### src/rtl/trng_pkg.sv
// Shared defaults and Von Neumann pair-state encoding for the TRNG conditioner.
package trng_pkg;

    localparam int unsigned OUT_W_DEFAULT     = 8;
    localparam int unsigned REP_LIMIT_DEFAULT = 16;

    // Von Neumann pairing stage: waiting for the first bit, or holding it.
    localparam logic [0:0] PAIR_EMPTY = 1'b0;
    localparam logic [0:0] PAIR_HALF  = 1'b1;

endpackage

### src/rtl/trng_rct.sv
// Repetition-count health test on accepted raw bits; sticky failure flag.
module trng_rct
    import trng_pkg::*;
#(
    parameter int unsigned REP_LIMIT = REP_LIMIT_DEFAULT
) (
    input  logic clk,
    input  logic rst,
    input  logic enable,
    input  logic bit_in,
    input  logic bit_stb,
    output logic health_fail
);

    logic [7:0] rep_cnt_q, rep_cnt_d;
    logic       last_q;
    logic       have_q;
    logic       fail_q;

    // Next run length: restart on a new value, saturate on a long run.
    always_comb begin
        rep_cnt_d = 8'd1;
        if (have_q && (bit_in == last_q)) begin
            rep_cnt_d = (rep_cnt_q == 8'hff) ? rep_cnt_q : rep_cnt_q + 8'd1;
        end
    end

    // Run-length history; failure is flagged alongside the count update so it is
    // visible on the cycle after the offending bit.
    always_ff @(posedge clk) begin
        if (rst) begin
            rep_cnt_q <= 8'd0;
            last_q    <= 1'b0;
            have_q    <= 1'b0;
            fail_q    <= 1'b0;
        end else if (!enable) begin
            rep_cnt_q <= 8'd0;
            have_q    <= 1'b0;
        end else if (bit_stb) begin
            rep_cnt_q <= rep_cnt_d;
            last_q    <= bit_in;
            have_q    <= 1'b1;
            if (32'(rep_cnt_d) >= REP_LIMIT) begin
                fail_q <= 1'b1;
            end
        end
    end

    assign health_fail = fail_q;

endmodule

### src/rtl/trng_conditioner.sv
// Raw TRNG bit conditioner: Von Neumann debiasing, word packing, RCT health test.
module trng_conditioner
    import trng_pkg::*;
#(
    parameter int unsigned OUT_W     = OUT_W_DEFAULT,
    parameter int unsigned REP_LIMIT = REP_LIMIT_DEFAULT
) (
    input  logic             clk,
    input  logic             rst,
    input  logic             enable,
    input  logic             bit_in,
    input  logic             bit_valid,
    output logic [OUT_W-1:0] data_out,
    output logic             data_valid,
    input  logic             data_ready,
    output logic             health_fail,
    output logic             overrun
);

    localparam int unsigned CNT_W = $clog2(OUT_W + 1);

    logic             accept;
    logic [0:0]       vn_state_q;
    logic             vn_first_q;
    logic             emit_q;
    logic             emit_bit_q;
    logic [OUT_W-1:0] shreg_q, shreg_d;
    logic [CNT_W-1:0] bit_cnt_q, bit_cnt_d;
    logic [OUT_W-1:0] data_out_q, data_out_d;
    logic             data_valid_q, data_valid_d;
    logic             overrun_q, overrun_d;
    logic             full;
    logic             xfer;
    logic             load;

    assign accept = enable && bit_valid && !health_fail;

    trng_rct #(
        .REP_LIMIT (REP_LIMIT)
    ) u_rct (
        .clk         (clk),
        .rst         (rst),
        .enable      (enable),
        .bit_in      (bit_in),
        .bit_stb     (accept),
        .health_fail (health_fail)
    );

    // Von Neumann pairing; the debiased bit is registered toward the packer.
    always_ff @(posedge clk) begin
        if (rst) begin
            vn_state_q <= PAIR_EMPTY;
            vn_first_q <= 1'b0;
            emit_q     <= 1'b0;
            emit_bit_q <= 1'b0;
        end else begin
            emit_q <= 1'b0;
            if (health_fail || !enable) begin
                vn_state_q <= PAIR_EMPTY;
            end else if (accept) begin
                if (vn_state_q == PAIR_EMPTY) begin
                    vn_state_q <= PAIR_HALF;
                    vn_first_q <= bit_in;
                end else begin
                    vn_state_q <= PAIR_EMPTY;
                    if (bit_in != vn_first_q) begin
                        emit_q     <= 1'b1;
                        emit_bit_q <= vn_first_q;
                    end
                end
            end
        end
    end

    assign full = (bit_cnt_q == CNT_W'(OUT_W));
    assign xfer = data_valid_q && data_ready;
    assign load = full && (!data_valid_q || data_ready) && !health_fail;

    // Packer and output slot: a full word moves out when the slot frees up; a bit
    // arriving with nowhere to go is dropped and flagged.
    always_comb begin
        shreg_d      = shreg_q;
        bit_cnt_d    = bit_cnt_q;
        data_out_d   = data_out_q;
        data_valid_d = data_valid_q;
        overrun_d    = 1'b0;
        if (xfer) begin
            data_valid_d = 1'b0;
        end
        if (health_fail) begin
            shreg_d   = '0;
            bit_cnt_d = '0;
        end else begin
            if (load) begin
                data_out_d   = shreg_q;
                data_valid_d = 1'b1;
                shreg_d      = '0;
                bit_cnt_d    = '0;
            end
            if (emit_q) begin
                if (!full || load) begin
                    shreg_d   = {shreg_d[OUT_W-2:0], emit_bit_q};
                    bit_cnt_d = bit_cnt_d + CNT_W'(1);
                end else begin
                    overrun_d = 1'b1;
                end
            end
        end
    end

    // Packer and output register state.
    always_ff @(posedge clk) begin
        if (rst) begin
            shreg_q      <= '0;
            bit_cnt_q    <= '0;
            data_out_q   <= '0;
            data_valid_q <= 1'b0;
            overrun_q    <= 1'b0;
        end else begin
            shreg_q      <= shreg_d;
            bit_cnt_q    <= bit_cnt_d;
            data_out_q   <= data_out_d;
            data_valid_q <= data_valid_d;
            overrun_q    <= overrun_d;
        end
    end

    assign data_out   = data_out_q;
    assign data_valid = data_valid_q;
    assign overrun    = overrun_q;

endmodule

### config.mk
export PLATFORM = sky130hd
export DESIGN_NAME = trng_conditioner
export DESIGN_NICKNAME = d
export VERILOG_FILES = /design/src/rtl/trng_pkg.sv /design/src/rtl/trng_rct.sv /design/src/rtl/trng_conditioner.sv
export SDC_FILE = /design/constraint.sdc
export NUM_CORES = 1
export LEC_CHECK = 0
export CELL_PAD_IN_SITES_DETAIL_PLACEMENT = 0
export CELL_PAD_IN_SITES_GLOBAL_PLACEMENT = 1
export CORE_MARGIN = 8
export CORE_UTILIZATION = 38
export CTS_CLUSTER_DIAMETER = 50
export DETAILED_ROUTE_END_ITERATION = 10
export HOLD_SLACK_MARGIN = 0.05
export PLACE_DENSITY_LB_ADDON = 0.1
export SETUP_SLACK_MARGIN = 0.05
export SYNTH_ARGS = -nofsm -noshare
export SYNTH_HDL_FRONTEND = slang
export SYNTH_SLANG_ARGS = --single-unit
### constraint.sdc
create_clock -name clk -period 1.8 [get_ports clk]
set_input_delay 0.36 -clock clk [delete_from_list [all_inputs] [get_ports clk]]
set_output_delay 0.36 -clock clk [all_outputs]
set_load 0.01 [all_outputs]
==> results.toml <==
[synthesis]
synth_enable_flop_cells = 0
synth_cell_type_count = 40
synth_area_leader_cell = "dfxtp_1"
syn_inst = 179
syn_nets = 188
async_reset_ff_share_pct = 0
synth_area_leaders = "dfxtp_1, mux2i_1, nor2_1, nand2_1, a21oi_1"
ys_ff_latch = 37
ys.flop_type = "dfxtp_1"
synth_area_per_cell_sq_um = 9.14
synth_top_area_share_pct = 45.3
synth_warnings = 0
mappedNetlistArea_sq_um = 1640
synth_seq_area_share_pct = 45.3

[critical_path]
crit_fanout = 9
cp_slowest_cell = "clkdlybuf4s50_1"
worstSetupPathType = "reg -> out"
startpoint_type = "flop"
cp-end-kind = "output pin"
crit_chain = "clkdlybuf4s50_1"
worst-path-buf-inv = 1
ff2ff_setup_slack_ns = 0.20
worst_path_dominant_cell_family = "buffers and inverters"
crit_required_ns = 1.44
max_stage_delay_ns = 0.58
worstPathArrival_ns = 1.31

[detailed_routing]
postRouteAntennaNets = 0
drc = 0
vias_per_cell = 5.01
first_pass_iters = 4
num_vias = 1307
drt_iter0_drc = 67
wl_microns = 3450
routedWlPerCell_microns = 13.2

[floorplanning]
rows = 24
ioPinCount = 17
die-height_microns = 81.6
dieWidth_microns = 81.6
die_area_sq_um = 6660
start_util_pct = 38.4
core_area_sq_um = 4260

[sta]
drv_slew = 0
fin_crit_sh_pct = 93.0
worst_pin_slew_ns = 0.301
max_clock_freq_ghz = 0.597
rsz0062_at_grt = "false"
layout_min_cycle_time_ns = 1.67
slew-limit-headroom_pct = 79.6
hold_viol = 0
setup_viol = 0
setup-tns-final_ns = 0
fin_skew_ns = 0.00680

[global_routing]
antenna_found_initial = 0
overflow = 0
grt_max_degree = 14
grt_use_total_pct = 11.3
grt_pass1_wl_microns = 5820
grt_pass1_vias = 1284

[pwr]
internal-power_mw = 1.21
cellPowerDensity_nw_per_um2 = 755
sequentialPowerShare_pct = 53.8
total_power_mw = 1.54
leakagePower_nw = 0.783
p_clk_share_pct = 41.2
peakVddDrop_v = 0.000430
combinationalPowerShare_pct = 5.0
power.switching_uw = 332
swShare_pct = 21.6

[clocking]
numClockSinks = 37
cts_buffers = 5
cts_tree = "done"
clkTransAtPathRegs_ns = 0.07
clockBufferDepth = 2
htreeDepth = 2
cts-root-buf = "clkbuf_8"
clk_latency_ns = 0.29
post_cts_buffers = 0

[placement]
hpwl_microns = 2560
gp_congestion = 0.835
io_buffers = 16

[finish]
area_delta_synth_final_pct = 24.5
layout.nets = 217
n_antenna_cell = 0
drive_gt1_share_pct = 15.3

[run]
drv_cap = 0

[status]
outcome = "completed"

[hold_path]
min_path_type = "reg -> reg"
-- power groups by stage --
stage	logic, mW	clock network, mW	registers [mW]
6_report	0.0773	0.633	0.828
5_1_grt	0.0842	0.701	0.828
4_1_cts	0.0783	0.657	0.828
3_5_place_dp	0.0777	0	0.847
3_3_place_gp	0.0771	0	0.847
2_1_floorplan	0.0430	0	0.846
-- logic make-up (layout without fill, tap and decap cells) --
kind of cell | Yosys count | count (layout) | share of synthesized area (%)
mux | 18 | 18 | 11.1
flops | 37 | 37 | 45.3
compound gates | 22 | 22 | 9.63
xor+xnor | 8 | 8 | 4.28
simple gates | 77 | 77 | 23.2
buf+inv | 14 | 44 | 4.21
fa+ha+maj | 3 | 3 | 2.29
-- path summary, 6_finish.rpt --
| path | startpoint | end | cells after the start |
|---|---|---|---|
| hold reg to reg | u_rct.last_q | u_rct.last_q | 2 |
| setup / recovery | u_rct.health_fail | health_fail | 1 |
| setup reg to reg | u_rct.rep_cnt_q[0] | u_rct.health_fail | 6 |
| hold / removal | u_rct.last_q | u_rct.last_q | 2 |
-- flip-flops by register name, indices dropped and copies added (netlist names) --
register and count:
u_rct.rep_cnt_q 8, vn_first_q 1, shreg_q 8, overrun 1
data_out 8, vn_state_q 1, emit_bit_q 1, u_rct.last_q 1
data_valid 1, u_rct.have_q 1, u_rct.health_fail 1, emit_q 1
bit_cnt_q 4
-- through the flow --
| step | instance area (sq um) | util [%] | instances | setup WS [ns] | hold WS [ns] |
|---|---|---|---|---|---|
| 6_report | 2040 | 47.8 | 261 | 0.126 | 0.476 |
| 4_1_cts | 2030 | 47.5 | 261 | 0.131 | 0.480 |
| 5_1_grt | 2040 | 47.8 | 261 | 0.0506 | 0.515 |
| 3_3_place_gp | 1920 | 45.1 | 253 | -0.0228 | 0.457 |
| 3_5_place_dp | 1920 | 45.1 | 253 | -0.0696 | 0.469 |
| 2_1_floorplan | 1640 | - | 179 | 0.344 | 0.446 |
-- Yosys cell counts, drive strengths merged (2+ instances only) --
cell type	count
dfxtp	37
nor2	28
nand2	18
mux2i	17
a21oi	10
nor3	8
clkbuf	6
inv	5
xnor2	5
nand3	4
a311oi	3
and2	3
and3	3
buf	3
ha	3
nand2b	3
o21ai	3
xor2	3
nand3b	2
nand4	2
nor2b	2
-- cell usage in the layout (no fill, tap or decap), types with 2 or more instances in the layout --
master,instances
nand4_1,2
clkdlybuf4s50_1,16
and3_1,3
clkbuf_8,7
nand3_1,4
mux2i_1,17
inv_1,5
nor2_1,28
nand2_1,18
ha_1,3
nand2b_1,3
dfxtp_1,36
buf_4,14
and2_1,2
xor2_1,3
a21oi_1,10
o21ai_0,2
a311oi_1,2
nor3_1,6
xnor2_1,5
nor2b_1,2
-- repair_timing --
action	CTS	global route
hold buffers	0	0
hold endpoints to repair	0	0
pin swaps	0	2
endpoints found under the setup margin	1	3
resized for setup	1	3
-- layout make-up --
type / instances / area (sq um)
Fill cell: 415 / 2230
Multi-Input combinational cell: 128 / 833
Sequential cell: 37 / 742
Timing Repair Buffer: 31 / 277
Clock buffer: 7 / 96.3
Tap cell: 52 / 65.1
Inverter: 5 / 18.8
Clock inverter: 1 / 5.00
-- routing by layer --
metal	GRT usage, %	vias up	part of all wire, %
met2	19.1	27	51
met1	12.4	610	43
met4	6.67	0	1.2
met3	3.17	4	5.0
met5	0	-	0
li1	-	666	-
Power figures use the tool's default switching activity.
